===== config.mk =====
export PLATFORM = sky130hd
export DESIGN_NAME = pingpong_bank_sched
export DESIGN_NICKNAME = d
export VERILOG_FILES = /design/src/rtl/pingpong_bank_sched.sv
export SDC_FILE = /design/constraint.sdc
export NUM_CORES = 1
export LEC_CHECK = 0
export ABC_AREA = 1
export BUFFER_PORTS_ARGS = -buffer_cell sky130_fd_sc_hd__buf_2
export CAP_MARGIN = 20
export CELL_PAD_IN_SITES_DETAIL_PLACEMENT = 1
export CELL_PAD_IN_SITES_GLOBAL_PLACEMENT = 2
export CORE_UTILIZATION = 32
export DETAILED_ROUTE_END_ITERATION = 12
export HOLD_SLACK_MARGIN = 0.15
export PLACE_DENSITY = 0.9
export SETUP_SLACK_MARGIN = 0.2
export SLEW_MARGIN = 10
export SYNTH_ARGS = -nofsm -noshare
export SYNTH_HDL_FRONTEND = slang
export SYNTH_SLANG_ARGS = --single-unit

===== constraint.sdc =====
create_clock -name I_clk -period 3.27 [get_ports I_clk]
set_input_delay 0.654 -clock I_clk [delete_from_list [all_inputs] [get_ports I_clk]]
set_output_delay 0.654 -clock I_clk [all_outputs]
set_load 0.1 [all_outputs]

===== src/rtl/pingpong_bank_sched.sv =====
// Ping/pong BRAM bank scheduler: steers producer writes into the filling bank,
// drains full banks to a back-pressured consumer in fill order, counts dropped words.
module pingpong_bank_sched #(
  parameter int C_ADDR_WIDTH = 16,
  parameter int C_RD_LAT     = 2,
  parameter int C_OVF_WIDTH  = 16
) (
  input  logic                    I_clk,
  input  logic                    I_rst_n,
  input  logic                    I_enable,
  input  logic [C_ADDR_WIDTH:0]   I_cfgLen,
  input  logic                    I_wDataEn,
  output logic                    O_wEn,
  output logic                    O_wBank,
  output logic [C_ADDR_WIDTH-1:0] O_wAddr,
  input  logic                    I_rReady,
  output logic                    O_rAddrEn,
  output logic                    O_rBank,
  output logic [C_ADDR_WIDTH-1:0] O_rAddr,
  output logic                    O_rLast,
  output logic                    O_rDataEn,
  output logic                    O_rDataBank,
  output logic [1:0]              O_bankFull,
  output logic                    O_overflow,
  output logic [C_OVF_WIDTH-1:0]  O_ovfCnt
);

  typedef enum logic [1:0] {B_EMPTY, B_FILL, B_FULL, B_DRAIN} bankState_t;
  typedef enum logic {W_RUN, W_STALL} wState_t;
  typedef enum logic {R_IDLE, R_RUN} rState_t;

  localparam logic [C_ADDR_WIDTH:0] MAX_LEN = {1'b1, {C_ADDR_WIDTH{1'b0}}};

  bankState_t              bankStateReg [2];
  bankState_t              bankStateNext[2];
  logic [C_ADDR_WIDTH-1:0] lenM1Reg     [2];
  logic [C_ADDR_WIDTH-1:0] lenM1Next    [2];

  wState_t                 wStateReg, wStateNext;
  logic                    wBankReg, wBankNext;
  logic [C_ADDR_WIDTH-1:0] wCntReg, wCntNext;
  rState_t                 rStateReg, rStateNext;
  logic                    rBankReg, rBankNext;
  logic [C_ADDR_WIDTH-1:0] rCntReg, rCntNext;

  logic                    wEnReg, wEnNext;
  logic                    wBankOutReg, wBankOutNext;
  logic [C_ADDR_WIDTH-1:0] wAddrReg, wAddrNext;
  logic                    rAddrEnReg, rAddrEnNext;
  logic                    rBankOutReg, rBankOutNext;
  logic [C_ADDR_WIDTH-1:0] rAddrReg, rAddrNext;
  logic                    rLastReg, rLastNext;
  logic                    overflowReg, overflowNext;
  logic [C_OVF_WIDTH-1:0]  ovfCntReg, ovfCntNext;

  logic                    wOther;
  logic [C_ADDR_WIDTH-1:0] cfgLenM1;
  logic [C_ADDR_WIDTH-1:0] curLenM1;
  logic                    wFire, rFire, drainDone;

  assign wOther = ~wBankReg;

  // Out-of-range or zero length means a full-depth frame; the low bits wrap to all-ones then.
  always_comb begin
    if (I_cfgLen > MAX_LEN) cfgLenM1 = '1;
    else                    cfgLenM1 = I_cfgLen[C_ADDR_WIDTH-1:0] - C_ADDR_WIDTH'(1);
  end

  always_comb begin
    for (int b = 0; b < 2; b++) begin
      bankStateNext[b] = bankStateReg[b];
      lenM1Next[b]     = lenM1Reg[b];
    end
    wStateNext   = wStateReg;
    wBankNext    = wBankReg;
    wCntNext     = wCntReg;
    wEnNext      = 1'b0;
    wAddrNext    = wAddrReg;
    wFire        = 1'b0;
    curLenM1     = lenM1Reg[wBankReg];
    rStateNext   = rStateReg;
    rBankNext    = rBankReg;
    rCntNext     = rCntReg;
    rAddrEnNext  = 1'b0;
    rAddrNext    = rAddrReg;
    rLastNext    = 1'b0;
    rFire        = 1'b0;
    drainDone    = 1'b0;
    overflowNext = overflowReg;
    ovfCntNext   = ovfCntReg;

    case (rStateReg)
      R_IDLE: begin
        if (bankStateReg[rBankReg] == B_FULL) begin
          bankStateNext[rBankReg] = B_DRAIN;
          rStateNext              = R_RUN;
          rCntNext                = '0;
        end
      end
      R_RUN: begin
        if (I_rReady) begin
          rFire       = 1'b1;
          rAddrEnNext = 1'b1;
          rAddrNext   = rCntReg;
          rCntNext    = rCntReg + C_ADDR_WIDTH'(1);
          if (rCntReg == lenM1Reg[rBankReg]) begin
            rLastNext               = 1'b1;
            drainDone               = 1'b1;
            bankStateNext[rBankReg] = B_EMPTY;
            rBankNext               = ~rBankReg;
            rStateNext              = R_IDLE;
          end
        end
      end
      default: ;
    endcase

    // Write side runs after the read side so a same-edge DRAIN->FILL handoff overrides EMPTY.
    case (wStateReg)
      W_RUN: begin
        if (I_wDataEn) begin
          if (bankStateReg[wBankReg] == B_EMPTY) begin
            bankStateNext[wBankReg] = B_FILL;
            lenM1Next[wBankReg]     = cfgLenM1;
            curLenM1                = cfgLenM1;
          end
          wFire     = 1'b1;
          wEnNext   = 1'b1;
          wAddrNext = wCntReg;
          wCntNext  = wCntReg + C_ADDR_WIDTH'(1);
          if (wCntReg == curLenM1) begin
            bankStateNext[wBankReg] = B_FULL;
            wCntNext                = '0;
            if (bankStateReg[wOther] == B_EMPTY ||
                (bankStateReg[wOther] == B_DRAIN && drainDone)) begin
              bankStateNext[wOther] = B_FILL;
              lenM1Next[wOther]     = cfgLenM1;
              wBankNext             = wOther;
            end else begin
              wStateNext = W_STALL;
            end
          end
        end
      end
      W_STALL: begin
        if (I_wDataEn) begin
          overflowNext = 1'b1;
          if (ovfCntReg != '1) ovfCntNext = ovfCntReg + C_OVF_WIDTH'(1);
        end
        if (bankStateReg[wOther] == B_EMPTY) begin
          bankStateNext[wOther] = B_FILL;
          lenM1Next[wOther]     = cfgLenM1;
          wBankNext             = wOther;
          wStateNext            = W_RUN;
          wCntNext              = '0;
        end
      end
      default: ;
    endcase

    wBankOutNext = wFire ? wBankReg : wBankNext;
    rBankOutNext = rFire ? rBankReg : rBankNext;
  end

  always_ff @(posedge I_clk) begin
    if (!I_rst_n || !I_enable) begin
      for (int b = 0; b < 2; b++) begin
        bankStateReg[b] <= B_EMPTY;
        lenM1Reg[b]     <= '0;
      end
      wStateReg   <= W_RUN;
      wBankReg    <= 1'b0;
      wCntReg     <= '0;
      rStateReg   <= R_IDLE;
      rBankReg    <= 1'b0;
      rCntReg     <= '0;
      wEnReg      <= 1'b0;
      wBankOutReg <= 1'b0;
      wAddrReg    <= '0;
      rAddrEnReg  <= 1'b0;
      rBankOutReg <= 1'b0;
      rAddrReg    <= '0;
      rLastReg    <= 1'b0;
    end else begin
      for (int b = 0; b < 2; b++) begin
        bankStateReg[b] <= bankStateNext[b];
        lenM1Reg[b]     <= lenM1Next[b];
      end
      wStateReg   <= wStateNext;
      wBankReg    <= wBankNext;
      wCntReg     <= wCntNext;
      rStateReg   <= rStateNext;
      rBankReg    <= rBankNext;
      rCntReg     <= rCntNext;
      wEnReg      <= wEnNext;
      wBankOutReg <= wBankOutNext;
      wAddrReg    <= wAddrNext;
      rAddrEnReg  <= rAddrEnNext;
      rBankOutReg <= rBankOutNext;
      rAddrReg    <= rAddrNext;
      rLastReg    <= rLastNext;
    end
  end

  // Drop statistics survive a flush; only reset clears them.
  always_ff @(posedge I_clk) begin
    if (!I_rst_n) begin
      overflowReg <= 1'b0;
      ovfCntReg   <= '0;
    end else if (I_enable) begin
      overflowReg <= overflowNext;
      ovfCntReg   <= ovfCntNext;
    end
  end

  for (genvar gi = 0; gi < C_RD_LAT; gi++) begin : gRdLat
    logic enStage, bankStage, enIn, bankIn;
    if (gi == 0) begin : gSrc
      assign enIn   = rAddrEnReg;
      assign bankIn = rBankOutReg;
    end else begin : gSrc
      assign enIn   = gRdLat[gi-1].enStage;
      assign bankIn = gRdLat[gi-1].bankStage;
    end
    always_ff @(posedge I_clk) begin
      if (!I_rst_n || !I_enable) begin
        enStage   <= 1'b0;
        bankStage <= 1'b0;
      end else begin
        enStage   <= enIn;
        bankStage <= bankIn;
      end
    end
  end

  for (genvar gi = 0; gi < 2; gi++) begin : gBankFull
    assign O_bankFull[gi] = (bankStateReg[gi] == B_FULL) || (bankStateReg[gi] == B_DRAIN);
  end

  assign O_wEn       = wEnReg;
  assign O_wBank     = wBankOutReg;
  assign O_wAddr     = wAddrReg;
  assign O_rAddrEn   = rAddrEnReg;
  assign O_rBank     = rBankOutReg;
  assign O_rAddr     = rAddrReg;
  assign O_rLast     = rLastReg;
  assign O_rDataEn   = gRdLat[C_RD_LAT-1].enStage;
  assign O_rDataBank = gRdLat[C_RD_LAT-1].bankStage;
  assign O_overflow  = overflowReg;
  assign O_ovfCnt    = ovfCntReg;

endmodule


# After elaboration in Yosys (flattened, before gate mapping)
# Memories as Yosys holds them, arrays and structs flattened. A register that Yosys moved wholly into a read port is not among the register bits.
# Cells that the tools add are included.
[word_totals] ram_bits=36 memories=2 output_inout_bits=58 word_cells=169 mem_bits_ro=0 latch_bits=0 ff_bits=94
[mem_list] memory="lenM1Reg" words=2 width=16 read_ports=4 rd_ports_with_merged_regs=2 wr=2 line="36" rtl="logic [C_ADDR_WIDTH-1:0] lenM1Reg [2];"
[mem_list] memory="bankStateReg" words=2 width=2 read_ports=5 rd_ports_with_merged_regs=2 wr=2 line="34" rtl="bankState_t bankStateReg [2];"
[op_classes] shifts=0 div_mod_pow=0 eq_ne=13 n_reduce_logical=18 mul=0 addsub=4 n_lt_le_gt_ge=7 bitwise=25 muxes=81
[ops] operator="32-bit 2-to-1 mux" n=7
[ops] operator="16-bit 2-to-1 mux" n=13
[ops] operator="32-bit bitwise mux" n=3
[ops] operator="16-bit one-hot mux with 2 select lines" n=2
[ops] operator="32-bit one-hot mux with 2 select lines" n=1
[ops] operator="16-bit by 1-bit adder with 16-bit output, second input constant" n=3
[ops] operator="4-bit 2-to-1 mux" n=10
[ops] operator="16-bit demux with 1-bit select" n=2
[ops] operator="16-bit equality test" n=2
[ops] operator="1-bit 2-to-1 mux" n=30
[ops] operator="17-bit greater-than comparator, second input constant" n=1
[ops] operator="16-bit != test, second input constant" n=1
[ops] operator="4-bit one-hot mux with 2 select lines" n=2
[ops] operator="16-bit by 1-bit subtractor with 16-bit output, second input constant" n=1
[ops] operator="2-bit equality test, second input constant" n=6
[ops] operator="2-bit 2-to-1 mux" n=5
[ops] operator="2-bit AND" n=4
[ops] operator="2-bit bitwise OR" n=4
[ops] operator="2-bit AND reduction" n=4
[ops] operator="2-bit demux with 1-bit select" n=3
[ops] operator="2-bit >= comparator, second input constant" n=3
[ops] operator="2-bit by 1-bit less-than comparator with 1-bit output, second input constant" n=3
[ops] operator="2-bit != test, second input constant" n=3
[ops] operator="1-bit NOT with 2-bit output" n=3
[ops] operator="14 further kinds" n=32

# Logic depth before layout (Yosys ltp)
# Gate-level depths: netlist (run 1).
[logic_depth] word_depth=21 depth_mapped=23 depth_no_buf=21

# Worst setup path before layout (run 1)
# Ideal clock, no wire load.
[synth_timing] path_type="flip-flop to flip-flop" from="reg ovfCntReg[1], in the netlist O_ovfCnt[1]" to="reg ovfCntReg[15], in the netlist O_ovfCnt[15]" setup_ps=165 t_arrival_ps=2632 synth_period_minus_slack_ps=2797 setup_slack_ps=473 n_path_buf=0 stages_incl_launch_ff=13 required_time_ps=3105 cell_sequence="dfxtp_1 -> ha_1 -> nand2_1 -> nor2_1 -> nand3_1 -> o21ai_0 -> inv_1 -> nand3_1 -> nor3_1 -> inv_1 -> nor3_1 -> o21ai_0 -> a31oi_1"
[synth_via] elab_chain_cells=2 elab_cells_between_ends=3 cone_classes="1 x add/sub; 1 x eq/ne; 1 x reduce/logical"
[synth_lines] element="start: declaration" line="54" rtl="logic [C_OVF_WIDTH-1:0] ovfCntReg, ovfCntNext;"
[synth_lines] element="start signal: assignment" line="212" rtl="ovfCntReg <= ovfCntNext;"
[synth_lines] element="parallel branches: the longest is 2 deep, another holds 16-bit by 1-bit adder with 16-bit output"
# Parallel ways; which one is timed is not known.
# A chain may end at the register's enable or synchronous reset.

==> results.json, run 1 <==
{
  "setup_viol": 0,
  "r2r_cells": 17,
  "fin_area_sq_um": 10470,
  "viasPerCell": 5.209,
  "min_from": "gRdLat[0].bankStage$_SDFF_PP0_",
  "seq_area_sq_um": 2608,
  "num_rows": 61,
  "ys_ff_latch": 130,
  "yosysSeqAreaShare": 0.2867,
  "finalCritPeriodShare": 0.8645,
  "synth_warnings": 0,
  "post_cts_buffers": 0,
  "setup_ws_ns": 0.4432,
  "syn-instance-count": 1510,
  "synth_edf_count": 0,
  "clock_sinks": 130,
  "arrival_ns": 3.14,
  "hold_viol_final": 0,
  "htreeDepth": 4,
  "vias": 10210,
  "finalCoreUtilization": 0.3757,
  "hold_ws_ns": 0.4103,
  "outcome": "finished, final reports clean",
  "ir_worst_vdd_v": 0.0002944,
  "gr-usage-all-layers": 0.2300,
  "slew-limit-headroom": 0.5470,
  "cts_tree": "built",
  "placed_area_sq_um": 9873,
  "placeableCoreArea_sq_um": 27860,
  "nFillCells": 3733,
  "synth_area_sq_um": 9077,
  "multi_input_area_sq_um": 5429,
  "cts_buffer_depth": 2,
  "setup.worst_path.class": "reg2reg",
  "grt_max_degree": 66,
  "preCtsSetupSlack_ns": 0.05709,
  "first_iter_violations": 532,
  "clock_skew_ns": 0.01283,
  "synth-async-reset-ratio": 0,
  "holdBufCountCts": 0,
  "drv_cap": 0,
  "numCtsBuffers": 17,
  "reg2reg_slack_ns": 0.44,
  "crit_fanout": 27,
  "area_growth_pct": 15.30,
  "fin_crit_ns": 2.827,
  "die_w_um": 170.4,
  "cts_root_buffer": "clkbuf_16",
  "finalMaxSlewViolations": 0,
  "grt_pass1_wl_mm": 52.36,
  "drcViolationCount": 0,
  "finalSetupTns_ns": 0,
  "insertion_delay_ns": 0.44,
  "startpoint_type": "flip-flop",
  "hold_end": "O_rDataBank$_SDFF_PP0_",
  "crit_required_ns": 3.59,
  "wire_per_inst_um": 16.76,
  "initial_utilization": 0.3258,
  "worstReg2RegStart": "wBankReg$_SDFF_PP0_",
  "io_pins": 80,
  "antenna_found_initial": 0,
  "powerDensity_nw_per_um2": 389.0,
  "syn_avg_cell_area_sq_um": 6.012,
  "dp_hpwl_mm": 23.72,
  "ys_types": 45,
  "timing.rr.end": "lenM1Reg[1][3]$_SDFFE_PP0P_",
  "fin_nets": 1595,
  "cp-end-kind": "flip-flop",
  "gr-total-overflow": 0,
  "routed_wl_mm": 32.84,
  "final_antenna_net_count": 0,
  "rsz0062_at_grt": "no",
  "max_slew.worst_pin.slew_ns": 0.6795,
  "synth-main-ff-cell": "dfxtp_1",
  "hold_path_class": "reg2reg",
  "clk_pin_slew_worst_paths_ns": 0.06,
  "io_buffers": 79,
  "fmax_ghz": 0.3538,
  "whs_path_depth": 2,
  "num_antenna_cells": 0,
  "layout-drive-gt1-share": 0.1265,
  "die_h_um": 170.4,
  "grt_pass1_vias": 10240,
  "synth_fp_nets": 1537,
  "place_congestion": 0.8630,
  "dr.pass1.iters": 5,
  "die_area_sq_um": 29040,
  "cellLeakagePower_nw": 4.793
}
## synthesized netlist by cell type (2+ instances only)
cell	count	area share
nor3b_1	5	0.0041
o31ai_1	3	0.0025
nor2_2	8	0.0055
nor2_1	115	0.048
a211oi_1	2	0.0017
nand3_2	10	0.011
nand2_1	453	0.19
a31oi_1	3	0.0021
clkbuf_1	43	0.018
nand2_2	3	0.0021
o22ai_1	14	0.0096
buf_2	10	0.0055
buf_1	4	0.0017
buf_4	5	0.0041
inv_4	2	0.0014
a21oi_2	2	0.0019
inv_1	159	0.066
nor4_1	3	0.0021
nand3_1	96	0.053
o21ai_0	192	0.11
nor3_1	23	0.013
a221oi_1	2	0.0019
buf_6	12	0.015
o21a_1	23	0.019
dfxtp_1	130	0.29
xnor2_1	2	0.0019
a21boi_0	3	0.0025
or2_2	16	0.011
nand3b_1	3	0.0025
ha_1	5	0.0069
nor2_4	4	0.0050
a21oi_1	88	0.049
o211ai_1	13	0.011
nand4_1	15	0.010
nand3_4	3	0.0058
o21ai_1	15	0.0083
clkinv_1	3	0.0012
xor2_1	11	0.011
## per-layer routing
layer | up-vias | wire length [um] | GRT usage
met5 | - | 0 | 0
met4 | 0 | 732 | 0.07325
met3 | 40 | 1213 | 0.03256
met2 | 171 | 16000 | 0.4097
met1 | 4953 | 14890 | 0.2828
li1 | 5041 | - | -
## cells by family after synthesis
| family | count (synthesis) | synth area share |
|---|---|---|
| fa+ha+maj | 5 | 0.006892 |
| simple gates | 759 | 0.3618 |
| xor+xnor | 13 | 0.01254 |
| flops | 130 | 0.2867 |
| buf+inv | 241 | 0.1155 |
| compound gates | 362 | 0.2165 |
## worst max-delay path by stage
stage                                   startpoint                          end  slack (ns)  cells past startpoint
final                          wBankReg$_SDFF_PP0_  lenM1Reg[1][3]$_SDFFE_PP0P_        0.44                     17
after global routing                   I_cfgLen[0]           O_wBank$_SDFF_PP0_        0.20                     21
after CTS                      rBankReg$_SDFF_PP0_  lenM1Reg[0][8]$_SDFFE_PP0P_        0.41                     17
after detailed placement               I_cfgLen[0]     wCntReg[15]$_SDFFE_PP0P_        0.06                     18
after global placement                 I_cfgLen[0]  lenM1Reg[0][8]$_SDFFE_PP0P_        0.05                     20
after floorplan           O_ovfCnt[1]$_SDFFE_PN0P_    O_ovfCnt[15]$_SDFFE_PN0P_        0.47                     12
## what timing repair did
action                                 in CTS  in global routing
setup endpoints to repair                   0                 24
resized for setup                           0                  3
endpoints found under the hold margin       0                  0
## flip-flops by register name (all words and copies together), names as in the netlist, 4 cells and up
signal / flops
wCntReg: 16
O_rAddr: 16
rCntReg: 16
O_wAddr: 16
bankStateReg: 4
lenM1Reg: 32
O_ovfCnt: 16
## worst max-delay path, stage by stage (launching register included)
cell      delay, ns
dfxtp_4        0.44
buf_12         0.19
nand3_1        0.13
nand2_1        0.12
inv_2          0.16
o211ai_1       0.30
nand2_1        0.13
nand2_1        0.12
nand2_1        0.06
nor2_1         0.11
nand2_1        0.09
nor2_4         0.16
nand3_4        0.12
buf_12         0.19
nand2_1        0.09
nand2_1        0.07
a21oi_1        0.14
nor2_1         0.05
## cell usage in the layout (no fill, tap or decap), types with 4 or more instances in the layout
| cell type | Yosys | final |
|---|---|---|
| buf_4 | 5 | 27 |
| a21oi_1 | 88 | 88 |
| nor3_1 | 23 | 23 |
| ha_1 | 5 | 5 |
| o21ai_0 | 192 | 192 |
| nor2_4 | 4 | 4 |
| clkinvlp_4 | 0 | 4 |
| nand2_1 | 453 | 453 |
| o21ai_1 | 15 | 15 |
| o211ai_1 | 13 | 13 |
| inv_1 | 159 | 159 |
| nor2_1 | 115 | 114 |
| clkbuf_16 | 0 | 18 |
| o21a_1 | 23 | 23 |
| buf_12 | 1 | 7 |
| nand3_2 | 10 | 10 |
| clkinv_2 | 1 | 4 |
| or2_2 | 16 | 16 |
| buf_2 | 10 | 79 |
| nor3b_1 | 5 | 5 |
| o22ai_1 | 14 | 14 |
| nand3_1 | 96 | 96 |
| nor2_2 | 8 | 9 |
| xor2_1 | 11 | 11 |
| nand4_1 | 15 | 15 |
| dfxtp_1 | 130 | 128 |
## power by group
part	total, mW	internal (mW)	switching (mW)
registers	1.63	1.61	0.0227
clock network	1.90	1.09	0.815
logic	0.540	0.165	0.375
## cell type report
class | count | share of cell area
flip-flops and latches | 130 | 0.2491
clock buffers | 20 | 0.04363
repair buffers | 114 | 0.07292
inverters | 166 | 0.06025
multi-input cells | 1139 | 0.5187
well taps | 378 | 0.04519
clock inverters | 12 | 0.01016
## per-stage QoR
step                instances  power (mW)
finish                   1959       4.072
floorplan                1510       2.043
global placement         1926       2.185
detailed placement       1926       2.201
CTS                      1958       4.089
global route             1959       4.241
Power figures use the tool's default switching activity.
==> run 2, diff against run 1 <==
clock period = 2.85 ns   (was 3.27 ns; I/O delays follow)
==> results.json, run 2 (synthesis results as in run 1) <==
{
  "final_common_cell": "nand2_1",
  "top_register": "lenM1Reg",
  "crit_buf_inv": 4,
  "outcome": "finished, final reports clean",
  "layout-drive-gt1-share": 0.1739,
  "finalMaxSlewViolations": 0,
  "place_congestion": 0.8745,
  "num_rows": 61,
  "io_buffers": 79,
  "antenna_found_initial": 0,
  "hold_path_class": "reg2reg",
  "timing.rr.end": "lenM1Reg[0][15]$_SDFFE_PP0P_",
  "switchingPower_mw": 1.398,
  "grt_pass1_wl_mm": 53.76,
  "seq_area_sq_um": 2611,
  "cts_tree": "built",
  "drcViolationCount": 0,
  "startpoint_type": "flip-flop",
  "pwr-share-comb": 0.136,
  "startpoint": "bankStateReg[0][1]$_SDFF_PP0_",
  "wl_met1_mm": 15.13,
  "nFillCells": 3715,
  "gr-total-overflow": 0,
  "final_cell_mix": "448 x nand2_1, 188 x o21ai_0, 158 x inv_1",
  "cp-end-kind": "flip-flop",
  "fin_crit_ns": 2.545,
  "arrival_ns": 2.90,
  "finalPower_mw": 5.058,
  "dp_hpwl_mm": 24.16,
  "clock_skew_ns": 0.01314,
  "multi_input_area_sq_um": 5602,
  "viasPerCell": 5.223,
  "finalCoreUtilization": 0.4044,
  "largest_reg_flops": 32,
  "crit_required_ns": 3.21,
  "num_antenna_cells": 0,
  "io_pins": 80,
  "clkPwrFrac": 0.494,
  "switching_share": 0.2763,
  "vias": 10540,
  "whs_path_depth": 2,
  "setup_viol": 0,
  "initial_utilization": 0.3258,
  "hold_end": "O_rDataBank$_SDFF_PP0_",
  "wire_per_inst_um": 17.08,
  "setup.worst_path.class": "reg2reg",
  "numCtsBuffers": 17,
  "area_growth_pct": 24.12,
  "fin_nets": 1653,
  "drv_cap": 0,
  "finalCritPeriodShare": 0.8929,
  "hold_viol_final": 0,
  "htreeDepth": 4,
  "grt_max_degree": 64,
  "die_w_um": 170.4,
  "powerDensity_nw_per_um2": 449.0,
  "hold_ws_ns": 0.4147,
  "p_seq_frac": 0.370,
  "crit_fanout": 9,
  "placeableCoreArea_sq_um": 27860,
  "final_antenna_net_count": 0,
  "crit_path_frequent_cell": "nand2_1",
  "ir_worst_vdd_v": 0.0003657,
  "r2r_cells": 17,
  "clk_pin_slew_worst_paths_ns": 0.06,
  "crit_slowest_cell": "dfxtp_1",
  "critPathMaxStageDelay_ns": 0.40,
  "die_area_sq_um": 29040,
  "gr-usage-all-layers": 0.2338,
  "reg2reg_slack_ns": 0.31,
  "cellLeakagePower_nw": 5.191,
  "critical-path-top-delay-family": "simple AND/OR/NAND/NOR gates",
  "routed_wl_mm": 34.44,
  "worstReg2RegStart": "bankStateReg[0][1]$_SDFF_PP0_",
  "routed-wl-met2_mm": 17.40,
  "clock_sinks": 130,
  "grt_pass1_vias": 10430,
  "first_iter_violations": 598,
  "wl_met3_mm": 1.383,
  "die_h_um": 170.4,
  "dr.pass1.iters": 5,
  "cts_root_buffer": "clkbuf_16",
  "max_slew.worst_pin.slew_ns": 0.7738,
  "slew-limit-headroom": 0.4787,
  "insertion_delay_ns": 0.43,
  "cts_buffer_depth": 2,
  "min_from": "gRdLat[0].bankStage$_SDFF_PP0_",
  "intPower_mw": 3.661,
  "top_layer_used": "met4",
  "rsz0062_at_grt": "no",
  "fmax_ghz": 0.3930,
  "crit_chain": "inv_1 > nand3_4 > nand2_4 > inv_4 > o211ai_1 > nand3_1 > nand2_1 > nor2_1 > nand2_1 > nor2_4 > nand3_4 > inv_6 > buf_12 > nand2_1 > nand2_1 > nand2_1 > a21oi_2"
}
run 2: cell count changes in the layout (fill, tap and decap cells not counted), moves of 5 or more:
cell     before  now
nor2_1      114  106
nand2_1     453  448
nor2_2        9   15
buf_4        27   74
nand3_1      96   90
run 2: final cells by class:
class	count	area share
multi-input combinational	1141	0.4972
inverter	166	0.05641
tap	378	0.04198
sequential	130	0.2318
clock inverter	12	0.01799
clock buffer	20	0.03964
timing repair buffer	170	0.1150
run 2: worst register-to-register path: stages, from the launching register on:
cell and delay (ns):
dfxtp_1 0.40, inv_1 0.12, nand3_4 0.12, nand2_4 0.08, inv_4 0.14, o211ai_1 0.28, nand3_1 0.19, nand2_1 0.08
nor2_1 0.10, nand2_1 0.09, nor2_4 0.15, nand3_4 0.14, inv_6 0.13, buf_12 0.13, nand2_1 0.06, nand2_1 0.05
nand2_1 0.07, a21oi_2 0.16
run 2: power groups by stage:
stage / Sequential (mW) / Clock, mW / Combinational, mW
after detailed placement: 1.91 / 0 / 0.662
after floorplan: 1.96 / 0 / 0.388
after global routing: 1.87 / 2.61 / 0.764
after global placement: 1.91 / 0 / 0.640
final: 1.87 / 2.50 / 0.689
after CTS: 1.87 / 2.53 / 0.668
run 2: timing repair:
action | in CTS | in global routing
cloned | 1 | 6
buffers inserted | 2 | 3
endpoints found under the setup margin | 9 | 58
hold buffers | 0 | 0
resized for setup | 1 | 47
pin swaps | 1 | 13
run 2: how the worst max path moves through the flow:
stage | end | slack, ns | cells past startpoint
floorplan | O_ovfCnt[15]$_SDFFE_PN0P_ | 0.22 | 11
CTS | lenM1Reg[1][3]$_SDFFE_PP0P_ | 0.21 | 17
finish | lenM1Reg[0][15]$_SDFFE_PP0P_ | 0.31 | 17
global placement | O_wBank$_SDFF_PP0_ | -0.16 | 20
global route | lenM1Reg[0][15]$_SDFFE_PP0P_ | 0.17 | 17
detailed placement | O_wBank$_SDFF_PP0_ | -0.20 | 20
run 2: metal layers:
metal,vias up,global-route usage
li1,5153,-
met1,5123,0.2876
met2,213,0.4230
met3,46,0.03256
met4,0,0.06071
met5,-,0
run 2: per-stage QoR:
stage,cell area (sq um),setup TNS [ns],instances,worst slack (ns)
2_1_floorplan,9081,0,1510,0.2195
6_report,11270,0,2017,0.3053
3_3_place_gp,10250,-4.547,1973,-0.1602
5_1_grt,11270,0,2017,0.1660
4_1_cts,10950,0,2008,0.2064
3_5_place_dp,10250,-7.173,1973,-0.1994
==> run 3, diff against run 2 <==
PLACE_DENSITY = unset   (was 0.9)
PLACE_DENSITY_LB_ADDON = 0.3   (was unset)
==> results.json, run 3 (synthesis results as in run 1) <==
{
  "outcome": "finished, final reports clean",
  "initial_utilization": 0.3258,
  "crit_buf_inv": 4,
  "grt_pass1_wl_mm": 54.64,
  "slew-limit-headroom": 0.5310,
  "insertion_delay_ns": 0.44,
  "crit_chain": "buf_12 > buf_4 > o211ai_1 > nand2_1 > nand2_1 > nand2_1 > nor2_1 > nand2_1 > nor2_4 > nand3_4 > inv_6 > buf_4 > nand2_1 > nand2_1 > a21oi_1 > nor2_1",
  "ir_worst_vdd_v": 0.0003165,
  "hold_viol_final": 0,
  "gr-total-overflow": 0,
  "finalCritPeriodShare": 0.9070,
  "area_growth_pct": 24.89,
  "layout-drive-gt1-share": 0.1779,
  "grt_pass1_vias": 10430,
  "dp_hpwl_mm": 25.06,
  "gr-usage-all-layers": 0.2416,
  "clock_sinks": 130,
  "startpoint_type": "flip-flop",
  "cts_tree": "built",
  "place_congestion": 0.8645,
  "placed_area_sq_um": 10410,
  "die_h_um": 170.4,
  "cellLeakagePower_nw": 5.282,
  "top_register": "lenM1Reg",
  "max_slew.worst_pin.slew_ns": 0.7034,
  "largest_reg_flops": 32,
  "crit_fanout": 17,
  "dr.pass1.iters": 5,
  "nFillCells": 3696,
  "antenna_found_initial": 0,
  "wire_per_inst_um": 17.03,
  "crit_path_frequent_cell": "nand2_1",
  "rsz0062_at_grt": "yes",
  "final_cell_mix": "451 x nand2_1, 191 x o21ai_0, 158 x inv_1",
  "switchingPower_mw": 1.441,
  "cp-end-kind": "flip-flop",
  "finalMaxSlewViolations": 0,
  "num_antenna_cells": 0,
  "finalPower_mw": 5.094,
  "critical-path-top-delay-family": "simple AND/OR/NAND/NOR gates",
  "seq_area_sq_um": 2611,
  "die_area_sq_um": 29040,
  "numCtsBuffers": 17,
  "setup_viol": 0,
  "holdBufCountCts": 0,
  "final_common_cell": "nand2_1",
  "crit_cells": 16,
  "hold_path_class": "reg2reg",
  "fin_crit_ns": 2.585,
  "clock_skew_ns": 0.01292,
  "die_w_um": 170.4,
  "reg2reg_slack_ns": 0.27,
  "placeableCoreArea_sq_um": 27860,
  "crit_required_ns": 3.22,
  "clkPwrFrac": 0.495,
  "pwr-share-comb": 0.138,
  "clk_pin_slew_worst_paths_ns": 0.06,
  "crit_slowest_cell": "o211ai_1",
  "cts_root_buffer": "clkbuf_16",
  "cts_buffer_depth": 2,
  "io_pins": 80,
  "drv_cap": 0,
  "powerDensity_nw_per_um2": 449.4,
  "io_buffers": 79,
  "critPathMaxStageDelay_ns": 0.43,
  "setup.worst_path.class": "reg2reg",
  "p_seq_frac": 0.367,
  "htreeDepth": 4,
  "final_antenna_net_count": 0,
  "fin_nets": 1673,
  "multi_input_area_sq_um": 5545,
  "drcViolationCount": 0,
  "viasPerCell": 5.115,
  "arrival_ns": 2.95,
  "fmax_ghz": 0.3869,
  "fin_area_sq_um": 11340,
  "intPower_mw": 3.654,
  "r2r_cells": 16,
  "grt_max_degree": 64,
  "first_iter_violations": 635,
  "routed_wl_mm": 34.67,
  "hold_ws_ns": 0.4077,
  "whs_path_depth": 2,
  "num_rows": 61,
  "vias": 10420,
  "switching_share": 0.2828
}
[run 3: changes by cell type in the layout (fill, tap and decap cells not counted), sizes merged]
cell      delta
inv          -2
clkinvlp     -3
buf         +21
clkbuf       -4
clkinv       +7
[run 3: worst register-to-register path: cells and delay by family (launching register included)]
kind	cells	cell delay [ns]
flops	1	0.38
buf+inv	4	0.63
simple gates	10	1.02
compound gates	2	0.49
[run 3: stage by stage]
stage          utilization  cells  setup TNS [ns]  worst slack (ns)
6_report            0.4070   2036               0            0.2650
5_1_grt             0.4070   2036               0            0.1248
4_1_cts             0.3985   2026               0            0.2261
3_5_place_dp        0.3735   1993          -11.48           -0.2572
3_3_place_gp        0.3735   1993          -9.545           -0.2164
2_1_floorplan            -   1510               0            0.2195
[run 3: routing by layer]
layer  vias to the layer above  routed length [um]  track usage
met5                         -                   0            0
met4                         0                 687      0.06972
met3                        49                1260      0.04302
met2                       166               17080       0.4280
met1                      5008               15640       0.2965
li1                       5192                   -            -
[run 3: repair_timing]
item,CTS,global route
endpoints found under the setup margin,55,57
pin swaps,3,8
cloned,0,5
gates resized for setup,7,26
buffers inserted,2,5
[run 3: layout make-up]
cell class,count,area share
timing repair buffer,190,0.1246
clock buffer,17,0.03752
clock inverter,14,0.02031
multi-input combinational,1141,0.4891
sequential,130,0.2303
inverter,166,0.05640
tap,378,0.04172
[run 3: worst paths after layout]
check,start,to
min,gRdLat[0].enStage$_SDFF_PP0_,O_rDataEn$_SDFF_PP0_
max,wBankReg$_SDFF_PP0_,lenM1Reg[1][13]$_SDFFE_PP0P_
min reg2reg,gRdLat[0].enStage$_SDFF_PP0_,O_rDataEn$_SDFF_PP0_
max reg2reg,wBankReg$_SDFF_PP0_,lenM1Reg[1][13]$_SDFFE_PP0P_
[run 3: power groups by stage]
stage / clock network (mW) / logic (mW) / registers (mW)
after floorplan: 0 / 0.388 / 1.96
after global placement: 0 / 0.664 / 1.91
after detailed placement: 0 / 0.679 / 1.91
after CTS: 2.57 / 0.690 / 1.87
after global routing: 2.65 / 0.783 / 1.87
final: 2.52 / 0.704 / 1.87
